`config.mk`:
```
export PLATFORM = sky130hd
export DESIGN_NAME = seq_alu
export DESIGN_NICKNAME = d
export VERILOG_FILES = /design/src/rtl/alu_pkg.sv /design/src/rtl/seq_alu_muldiv.sv /design/src/rtl/seq_alu.sv
export SDC_FILE = /design/constraint.sdc
export NUM_CORES = 2
export LEC_CHECK = 0
export CAP_MARGIN = 20
export CORE_ASPECT_RATIO = 0.7
export CORE_MARGIN = 1
export CORE_UTILIZATION = 35
export DETAILED_ROUTE_END_ITERATION = 16
export GPL_ROUTABILITY_DRIVEN = 0
export SLEW_MARGIN = 25
export SYNTH_ARGS = -nofsm -noshare
export SYNTH_HDL_FRONTEND = slang
export SYNTH_HIERARCHICAL = 1
export SYNTH_SLANG_ARGS = --single-unit
```
`constraint.sdc`:
```
create_clock -name clock -period 14.95 [get_ports clock]
set_clock_uncertainty 0.15 [all_clocks]
set_input_delay 2.99 -clock clock [delete_from_list [all_inputs] [get_ports clock]]
set_output_delay 2.99 -clock clock [all_outputs]
set_load 0.05 [all_outputs]
```
`src/rtl/alu_pkg.sv`:
```
// alu_pkg: definitions shared by seq_alu and seq_alu_muldiv.
//   - aluc opcode constants (ALU_ADD ... ALU_DIVU).
//     Base ops have aluc[4]=0; bits marked x in the opcode map are ignored.
//   - state_e: the iterative engine FSM states.
//   - min_of(): the most negative two's-complement value for a given width.
// Optional feature macro used by this slice: SEQ_ALU_EARLY_OUT_EN (see seq_alu_muldiv).
package alu_pkg;

  localparam logic [4:0] ALU_ADD   = 5'b00000;
  localparam logic [4:0] ALU_AND   = 5'b00001;
  localparam logic [4:0] ALU_XOR   = 5'b00010;
  localparam logic [4:0] ALU_SLL   = 5'b00011;
  localparam logic [4:0] ALU_SUB   = 5'b00100;
  localparam logic [4:0] ALU_OR    = 5'b00101;
  localparam logic [4:0] ALU_LUI   = 5'b00110;
  localparam logic [4:0] ALU_SRL   = 5'b00111;
  localparam logic [4:0] ALU_SRA   = 5'b01111;
  localparam logic [4:0] ALU_MULT  = 5'b10000;
  localparam logic [4:0] ALU_MULTU = 5'b10001;
  localparam logic [4:0] ALU_DIV   = 5'b10010;
  localparam logic [4:0] ALU_DIVU  = 5'b10011;

  typedef enum logic [1:0] {
    ST_IDLE = 2'd0,
    ST_MUL  = 2'd1,
    ST_DIV  = 2'd2,
    ST_FIN  = 2'd3
  } state_e;

  localparam int MAX_W = 128;

  // Only bit (w-1) set; callers truncate to their own width.
  function automatic logic [MAX_W-1:0] min_of(input int w);
    logic [MAX_W-1:0] one;
    one = MAX_W'(1);
    return one << (w - 1);
  endfunction

endpackage

```
`src/rtl/seq_alu_muldiv.sv`:
```
// seq_alu_muldiv: iterative multiply / divide engine with its FSM.
//   Multiply: shift-add, one multiplier bit per cycle.
//   Divide:   restoring, one quotient bit per cycle.
//   Signed ops run on magnitudes; signs are applied in ST_FIN.
// Ports:
//   clock, reset       rising-edge clock, async active-high reset
//   launch             accepted only in ST_IDLE (the top gates it as well)
//   op                 aluc[1:0]: bit1 = divide, bit0 = unsigned
//   a, b               multiplicand/dividend, multiplier/divisor
//   hi, lo             registered results (product halves, or remainder/quotient)
//   busy               high while in ST_MUL or ST_DIV
//   done               one-cycle pulse on the cycle after ST_FIN
//   state              current FSM state (registered), for the top and for checkers
// Macro SEQ_ALU_EARLY_OUT_EN: when defined, ST_MUL exits as soon as the remaining
// multiplier bits are all zero; otherwise MUL always runs WIDTH iterations.
module seq_alu_muldiv
  import alu_pkg::*;
#(
  parameter int WIDTH = 32
) (
  input  logic             clock,
  input  logic             reset,
  input  logic             launch,
  input  logic [1:0]       op,
  input  logic [WIDTH-1:0] a,
  input  logic [WIDTH-1:0] b,
  output logic [WIDTH-1:0] hi,
  output logic [WIDTH-1:0] lo,
  output logic             busy,
  output logic             done,
  output state_e           state
);

  localparam int CW = $clog2(WIDTH) + 1;
  localparam logic [CW-1:0] LAST = CW'(WIDTH);
  localparam logic [WIDTH-1:0] MIN = WIDTH'(min_of(WIDTH));

  state_e               state_q, state_d;
  logic [CW-1:0]        cnt_q, cnt_d;
  logic [2*WIDTH-1:0]   acc_q, acc_d;       // product accumulator
  logic [2*WIDTH-1:0]   mcand_q, mcand_d;   // multiplicand, shifted left each step
  logic [WIDTH-1:0]     mplier_q, mplier_d; // unprocessed multiplier bits
  logic [WIDTH-1:0]     rem_q, rem_d;       // partial remainder
  logic [WIDTH-1:0]     quo_q, quo_d;       // dividend shifts out, quotient shifts in
  logic [WIDTH-1:0]     dsr_q, dsr_d;       // divisor magnitude
  logic                 div_q, div_d;
  logic                 neg_q, neg_d;       // negate product / quotient
  logic                 rneg_q, rneg_d;     // negate remainder (dividend sign)
  logic                 dz_q, dz_d;         // divide by zero
  logic                 ovf_q, ovf_d;       // signed MIN / -1
  logic [WIDTH-1:0]     hi_q, hi_d, lo_q, lo_d;
  logic                 busy_q, busy_d, done_q, done_d;

  logic                 is_signed;
  logic [WIDTH-1:0]     mag_a, mag_b;
  logic [WIDTH:0]       trial, diff;
  logic [2*WIDTH-1:0]   prod_fix;
  logic [WIDTH-1:0]     quo_fix, rem_fix;
  logic                 early;

  always_comb begin
    state_d  = state_q;
    cnt_d    = cnt_q;
    acc_d    = acc_q;
    mcand_d  = mcand_q;
    mplier_d = mplier_q;
    rem_d    = rem_q;
    quo_d    = quo_q;
    dsr_d    = dsr_q;
    div_d    = div_q;
    neg_d    = neg_q;
    rneg_d   = rneg_q;
    dz_d     = dz_q;
    ovf_d    = ovf_q;
    hi_d     = hi_q;
    lo_d     = lo_q;
    done_d   = 1'b0;

    is_signed = ~op[0];
    mag_a     = (is_signed && a[WIDTH-1]) ? -a : a;
    mag_b     = (is_signed && b[WIDTH-1]) ? -b : b;

    // Restoring step: no borrow means the divisor fits into the trial remainder.
    trial    = {rem_q, quo_q[WIDTH-1]};
    diff     = trial - {1'b0, dsr_q};

    prod_fix = neg_q  ? -acc_q : acc_q;
    quo_fix  = neg_q  ? -quo_q : quo_q;
    rem_fix  = rneg_q ? -rem_q : rem_q;

`ifdef SEQ_ALU_EARLY_OUT_EN
    early = (mplier_q == '0);
`else
    early = 1'b0;
`endif

    case (state_q)
      ST_IDLE: begin
        if (launch) begin
          state_d  = op[1] ? ST_DIV : ST_MUL;
          cnt_d    = '0;
          acc_d    = '0;
          mcand_d  = {{WIDTH{1'b0}}, mag_a};
          mplier_d = mag_b;
          rem_d    = '0;
          quo_d    = mag_a;
          dsr_d    = mag_b;
          div_d    = op[1];
          neg_d    = is_signed & (a[WIDTH-1] ^ b[WIDTH-1]);
          rneg_d   = is_signed & a[WIDTH-1];
          dz_d     = (b == '0);
          ovf_d    = is_signed & op[1] & (a == MIN) & (b == '1);
        end
      end
      ST_MUL: begin
        // The counter-exhausted cycle is a plain hand-off to ST_FIN.
        if (cnt_q == LAST || early) begin
          state_d = ST_FIN;
        end else begin
          if (mplier_q[0]) acc_d = acc_q + mcand_q;
          mcand_d  = mcand_q << 1;
          mplier_d = mplier_q >> 1;
          cnt_d    = cnt_q + CW'(1);
        end
      end
      ST_DIV: begin
        if (cnt_q == LAST) begin
          state_d = ST_FIN;
        end else begin
          if (!diff[WIDTH]) begin
            rem_d = diff[WIDTH-1:0];
            quo_d = {quo_q[WIDTH-2:0], 1'b1};
          end else begin
            rem_d = trial[WIDTH-1:0];
            quo_d = {quo_q[WIDTH-2:0], 1'b0};
          end
          cnt_d = cnt_q + CW'(1);
        end
      end
      ST_FIN: begin
        state_d = ST_IDLE;
        done_d  = 1'b1;
        if (!div_q) begin
          {hi_d, lo_d} = prod_fix;
        end else if (dz_q) begin
          // Magnitude loop leaves |dividend| in rem; with its sign back it is the dividend.
          lo_d = '1;
          hi_d = rem_fix;
        end else if (ovf_q) begin
          lo_d = MIN;
          hi_d = '0;
        end else begin
          lo_d = quo_fix;
          hi_d = rem_fix;
        end
      end
      default: state_d = ST_IDLE;
    endcase

    busy_d = (state_d == ST_MUL) || (state_d == ST_DIV);
  end

  always_ff @(posedge clock or posedge reset) begin
    if (reset) begin
      state_q  <= ST_IDLE;
      cnt_q    <= '0;
      acc_q    <= '0;
      mcand_q  <= '0;
      mplier_q <= '0;
      rem_q    <= '0;
      quo_q    <= '0;
      dsr_q    <= '0;
      div_q    <= 1'b0;
      neg_q    <= 1'b0;
      rneg_q   <= 1'b0;
      dz_q     <= 1'b0;
      ovf_q    <= 1'b0;
      hi_q     <= '0;
      lo_q     <= '0;
      busy_q   <= 1'b0;
      done_q   <= 1'b0;
    end else begin
      state_q  <= state_d;
      cnt_q    <= cnt_d;
      acc_q    <= acc_d;
      mcand_q  <= mcand_d;
      mplier_q <= mplier_d;
      rem_q    <= rem_d;
      quo_q    <= quo_d;
      dsr_q    <= dsr_d;
      div_q    <= div_d;
      neg_q    <= neg_d;
      rneg_q   <= rneg_d;
      dz_q     <= dz_d;
      ovf_q    <= ovf_d;
      hi_q     <= hi_d;
      lo_q     <= lo_d;
      busy_q   <= busy_d;
      done_q   <= done_d;
    end
  end

  assign hi    = hi_q;
  assign lo    = lo_q;
  assign busy  = busy_q;
  assign done  = done_q;
  assign state = state_q;

endmodule

```
`src/rtl/seq_alu.sv`:
```
// seq_alu: registered EXE-stage ALU with iterative multiply/divide.
// Ports:
//   clock, reset   rising-edge clock, async active-high reset
//   start, aluc    launch the operation aluc on a, b
//   a, b           operands (a[SHW-1:0] is the shift amount for shifts)
//   s              registered single-cycle result
//   hi, lo         multiply high/low halves, or remainder/quotient
//   busy, done     engine busy; one-cycle result-valid pulse
// Handshake: start is taken only while the engine is idle (busy=0 and not in
// its final cycle); a refused start is dropped, never queued. Each accepted
// start yields exactly one done pulse: base ops on the cycle after the start
// edge, multiply/divide once hi/lo are written.
// Macro SEQ_ALU_EARLY_OUT_EN: early multiply exit inside seq_alu_muldiv.
module seq_alu
  import alu_pkg::*;
#(
  parameter int WIDTH = 32,
  parameter int SHW   = $clog2(WIDTH)
) (
  input  logic             clock,
  input  logic             reset,
  input  logic             start,
  input  logic [4:0]       aluc,
  input  logic [WIDTH-1:0] a,
  input  logic [WIDTH-1:0] b,
  output logic [WIDTH-1:0] s,
  output logic [WIDTH-1:0] hi,
  output logic [WIDTH-1:0] lo,
  output logic             busy,
  output logic             done
);

  state_e           md_state;
  logic             md_done;
  logic             is_ext, idle, base_go, launch;
  logic [SHW-1:0]   sh;
  logic [WIDTH-1:0] base_res, sra_res;
  logic [WIDTH-1:0] s_q, s_d;
  logic             base_done_q, base_done_d;

  // 1x1xx codes are reserved and fall back to base ops producing zero.
  assign is_ext  = aluc[4] & ~aluc[2];
  assign idle    = (md_state == ST_IDLE);
  assign base_go = start & idle & ~is_ext;
  assign launch  = start & idle & is_ext;
  assign sh      = a[SHW-1:0];

  // Kept on its own so the arithmetic shift is not turned unsigned by context.
  assign sra_res = $signed(b) >>> sh;

  always_comb begin
    base_res = '0;
    if (!aluc[4]) begin
      case (aluc[2:0])
        ALU_ADD[2:0]: base_res = a + b;
        ALU_SUB[2:0]: base_res = a - b;
        ALU_AND[2:0]: base_res = a & b;
        ALU_OR[2:0]:  base_res = a | b;
        ALU_XOR[2:0]: base_res = a ^ b;
        ALU_LUI[2:0]: base_res = b << (WIDTH / 2);
        ALU_SLL[2:0]: base_res = (aluc[3:0] == ALU_SLL[3:0]) ? (b << sh) : '0;
        ALU_SRL[2:0]: base_res = (aluc[3:0] == ALU_SRA[3:0]) ? sra_res : (b >> sh);
        default:      base_res = '0;
      endcase
    end
  end

  always_comb begin
    s_d         = s_q;
    base_done_d = base_go;
    if (base_go) s_d = base_res;
  end

  always_ff @(posedge clock or posedge reset) begin
    if (reset) begin
      s_q         <= '0;
      base_done_q <= 1'b0;
    end else begin
      s_q         <= s_d;
      base_done_q <= base_done_d;
    end
  end

  seq_alu_muldiv #(.WIDTH(WIDTH)) u_muldiv (
    .clock  (clock),
    .reset  (reset),
    .launch (launch),
    .op     (aluc[1:0]),
    .a      (a),
    .b      (b),
    .hi     (hi),
    .lo     (lo),
    .busy   (busy),
    .done   (md_done),
    .state  (md_state)
  );

  assign s    = s_q;
  // Both sources are flops and can never pulse in the same cycle.
  assign done = base_done_q | md_done;

endmodule

```
### After elaboration in Yosys (flattened, before gate mapping)

Index checks and enable logic that the tools add are counted.

* RAM bits: 0
* latch bits: 0
* memories: 0
* input port bits: 72
* bits in registers: 368
* word-level logic and storage cells: 127
* memory bits (read-only): 0

* divide/modulo/power cells: 0
* equal/unequal tests: 22
* muxes and demuxes: 41
* reductions and logical operators: 15
* $mul: 0
* add/subtract/negate cells: 10
* shift-type cells: 3
* bitwise gates (word level): 17
* magnitude comparators: 0

Operators by type and width (count)
* $mux W32: 20
* $mux W64: 6
* $pmux W32 S8: 1
* $pmux W64 S2: 2
* $pmux W32 S2: 3
* $neg A32 Y32: 4
* $add A64 B64 Y64: 1
* $eq A32 B32 Y1 const B: 2
* $neg A64 Y64: 1
* $sub A33 B32 Y33: 1
* $add A32 B32 Y32: 1
* $and A32 B32 Y32: 1
* $logic_not A32 Y1: 1
* $or A32 B32 Y32: 1
* $shl A32 B5 Y32: 1
* $shr A32 B5 Y32: 1
* $sshr A32 B5 Y32: 1
* $sub A32 B32 Y32: 1
* $xor A32 B32 Y32: 1
* $eq A3 B3 Y1 const B: 4
* $mux W6: 2
* $pmux W6 S2: 1
* $and A1 B1 Y1: 9
* $reduce_and A3 Y1: 3
* 24 further kinds: 39

### Depth between registers and ports, before layout

* depth after elaboration: 7
* depth in mapped cells: 19
* mapped depth without buffers: 18

### Modules after synthesis

Netlist, hierarchy kept.

By module, submodules not included
* seq_alu_muldiv: cells an instance 2759, instances 1, area an instance 23107.2 um^2
* seq_alu: cells an instance 1321, instances 1, area an instance 9392.8 um^2

### Worst setup path before layout

No wires, ideal clock.

* path type: in2reg
* start point: in b[5]
* end point: reg s_q[28], in the netlist s[28]
* data arrival time: 6.683 ns
* cell stages on the path: 15
* setup time: 0.122 ns
* slack: 7.995 ns
* cell sequence: buf_6 -> or4_4 -> or4_2 -> o21ai_0 -> xnor2_1 -> ha_1 -> or2_2 -> o21ai_0 -> nor2_1 -> and3b_1 -> a211oi_1 -> o311ai_0 -> xnor2_1 -> nand2_1 -> a32o_1

* cells in the longest elaborated chain, start to end: 4
* elaborated cells between the ends (all ways): 9
* classes of those cells: add/sub: 2; shift: 3; mux: 4

RTL lines
* from (decl): RTL line seq_alu.sv:25 `input logic [WIDTH-1:0] b,`
* parallel branches: the longest is 2 deep, another holds $sub A32 B32 Y32
* $pmux W32 S8 *: RTL line seq_alu.sv:54 `case (aluc[2:0])`
* $mux W32 *: RTL line seq_alu.sv:53 `if (!aluc[4]) begin`
* to (signal assigned): RTL line seq_alu.sv:76 `s_q <= '0;`
* to (signal assigned): RTL line seq_alu.sv:79 `s_q <= s_d;`
* to (decl): RTL line seq_alu.sv:38 `logic [WIDTH-1:0] s_q, s_d;`

Mark *: on every way between the ends.
A chain may end at the register's enable or synchronous reset.

### Worst setup path in the final report

* start point: in b[2]
* end point: reg s_q[28], in the netlist s[28]

The elaborated chain is that of the path after synthesis.

==> reports/qor.csv <==
stage,metric,value,unit
setup_path,crit_type,in -> reg,
global_route,antenna_found_initial,3,
synth,synth_ff_type,dfrtp_1,
layout,synthToLayoutAreaGrowth,13.4,%
timing,setup_viol,0,
timing,slew_headroom,0.257,
floorplanning,core,0.0919,sq mm
synth,ys_async_sr_fraction,1.00,
layout,drive_above_1_share,0.0644,
setup_path,cp-start-kind,input pin,
global_route,track_usage,0.243,
synth,synth_area,0.0325,sq mm
floorplanning,die_area,0.0941,sq mm
synth,synth.top_cell.area_share,0.283,
job,cap_violations,0,
synth,syn_area_per_cell,7.97,sq um
setup_path,rr_worst_depth,14,
routing,wl,118000,um
setup_path,required,15290,ps
pwr,ir_drop,0.139,mV
timing,min_period_over_period,0.518,
synth,ys_seq_area_frac,0.283,
clocking,cts_setup_buffers,0,
timing,timing_hold_violations_final,0,
clocking,cts_buffer_depth,3,
setup_path,crit_path_end_kind,flip-flop,
synth,syn-num-nets,4358,
setup_path,reg2reg_from,u_muldiv/acc_q[0],
pwr,p_leak,15.8,nW
synth,yosys.area.top_type,dfrtp_1,
routing,viasPerCell,5.94,
timing,slew_violations,0,
routing,dr.first_iter.drc_count,3981,
synth,synth_cell_types,95,
routing,post-route-drc-count,0,
timing,min_period,7750,ps
clocking,cts_made_buffers,43,
clocking,root_buffer,clkbuf_16,
layout,final_util,0.401,
clocking,htreeDepth,2,
floorplanning,die_h,257,um
place,dp.final_hpwl,85800,um
global_route,grt_pass1_wl,181000,um
setup_path,critical_path.max_fanout,16,
timing,tightestPinTransition,1110,ps
synth,synthTopCellsByArea,"dfrtp_1, ha_1, o21ai_0, nand2_1, xnor2_1",
min_path,holdPathStages,2,
layout,final_nets,4361,
clocking,clkTransAtPathRegs,60,ps
setup_path,arrival,8090,ps
floorplanning,placementRows,93,
pwr,power.density,187,mW/mm^2
outcome,status,"finished, final reports clean",
clocking,tritoncts,done,
timing,rsz0062_at_grt,false,
setup_path,crit_start,b[2],
min_path,worstHoldPathType,reg -> reg,
synth,ys_warn_count,6,
layout,n_fill_cell,9418,
global_route,grt_pass1_vias,29000,
floorplanning,start_util,0.354,
timing,clock.fmax,129,MHz
routing,routedWlPerCell,22.1,um
synth,syn_inst,4080,
clocking,ctsHoldBuffers,0,
synth,ys_ff_latch,368,
clocking,clock_latency,600,ps
routing,via_count,31800,
timing,hold-worst-slack,328,ps
clocking,cts_resized,0,
clocking,cts.sinks,368,
floorplanning,die_w,366,um
global_route,overflow,0,
timing,setup_tns,0,ps
layout,antenna_cells,0,
place,port_buffers,169,
routing,drtPass1Iterations,10,
global_route,grt_max_degree,138,
routing,drt.antenna.violating_nets,0,
min_path,hp-start,u_muldiv/dsr_q[2],
floorplanning,io-pin-count,170,
synth,synth-edff-count,0,
## final timing paths
check	endpoint	slack [ps]
max in group asynchronous	u_muldiv/hi[30]	9890
min in group asynchronous	u_muldiv/done	2720
worst min register to register	u_muldiv/dsr_q[2]	330
worst max register to register	u_muldiv/acc_q[60]	9610
worst max-delay path	s[28]	7200
worst min-delay path	u_muldiv/dsr_q[2]	330
## metal layers
| metal | routed length, um | GRT usage |
|---|---|---|
| met2 | 46400 | 0.332 |
| met1 | 54700 | 0.365 |
| met5 | 40 | 0 |
| met4 | 4140 | 0.0772 |
| met3 | 12800 | 0.0631 |
## cell families after synthesis
| family | Yosys count | share of synthesized area |
|---|---|---|
| DFF | 368 | 0.283 |
| adders and majority gates | 206 | 0.0800 |
| AOI/OAI and AO/OA | 1359 | 0.264 |
| buffers and inverters | 442 | 0.0530 |
| muxes | 155 | 0.0614 |
| and+or+nand+nor | 1221 | 0.170 |
| xor gates and xnor gates | 329 | 0.0889 |
## flip-flops by register name (all words and copies together) (netlist names), 32 cells and up
register	cells
u_muldiv/mplier_q	32
u_muldiv/dsr_q	32
u_muldiv/rem_q	32
u_muldiv/quo_q	32
s	32
u_muldiv/lo	32
u_muldiv/hi	32
u_muldiv/mcand_q	64
u_muldiv/acc_q	64
## cell usage after synthesis, types with 23 or more instances
cell type,number
xnor2_1,183
nor2_1,304
or3_1,27
dfrtp_1,368
o211ai_1,47
nor3_1,47
nand2b_1,33
nand2_1,545
a31oi_1,31
ha_1,203
mux4_2,30
o221ai_1,47
o21bai_1,23
o21ai_0,438
nand3_1,88
mux2i_1,105
o21a_1,70
a21o_1,67
o31ai_1,66
inv_1,158
a211oi_1,46
clkbuf_1,214
xor2_1,145
a22oi_1,27
nand4_1,35
nor4_1,23
buf_1,30
buf_2,32
a21oi_1,311
## worst max-delay path, stage by stage
cell	delay [ps]
clkdlybuf4s50_1	810
or4_4	710
or4_2	570
o21ai_0	260
xnor2_1	210
ha_1	340
or2_2	330
o21ai_0	250
nor2_1	120
and3b_1	190
a211oi_1	520
o311ai_0	270
xnor2_1	190
nand2_1	70
a32o_1	260
## final cells by class
class	instances	area, sq um	share of cell area
clock inverters	22	335	0.00910
flip-flops and latches	368	9210	0.250
clock buffers	57	1260	0.0342
repair buffers	239	2200	0.0596
well taps	1235	1550	0.0419
inverters	161	612	0.0166
multi-input cells	3270	21700	0.589
## through the flow
stage | area (sq um) | power [mW] | instances | worst slack, ps
global placement | 35200 | 5.62 | 5273 | 6750
CTS | 36800 | 6.90 | 5352 | 7370
finish | 36800 | 6.89 | 5352 | 7200
floorplan | 32500 | 4.52 | 4080 | 2530
global route | 36800 | 7.35 | 5352 | 6880
detailed placement | 35300 | 5.67 | 5273 | 6740
## cell usage in the layout, fill, tap and decap left out, types with 31 or more instances in the layout
master / n
o21a_1: 70
inv_1: 157
a211oi_1: 45
ha_1: 201
nor3_1: 47
o21ai_0: 438
nand2_1: 544
nand4_1: 35
mux2i_1: 105
a31oi_1: 31
nor2_1: 302
clkdlybuf4s50_1: 162
nand2b_1: 33
nand3_1: 86
buf_4: 70
xnor2_1: 183
o221ai_1: 47
dfrtp_1: 366
a21oi_1: 310
o31ai_1: 66
xor2_1: 145
clkbuf_16: 45
a21o_1: 67
o211ai_1: 47
## where the power goes
part / switching, mW / internal, mW
Combinational: 2.51 / 1.45
Clock: 0.470 / 0.733
Sequential: 0.371 / 1.35
Total: 3.35 / 3.54
Note: power is estimated with default switching activity, not from simulation.
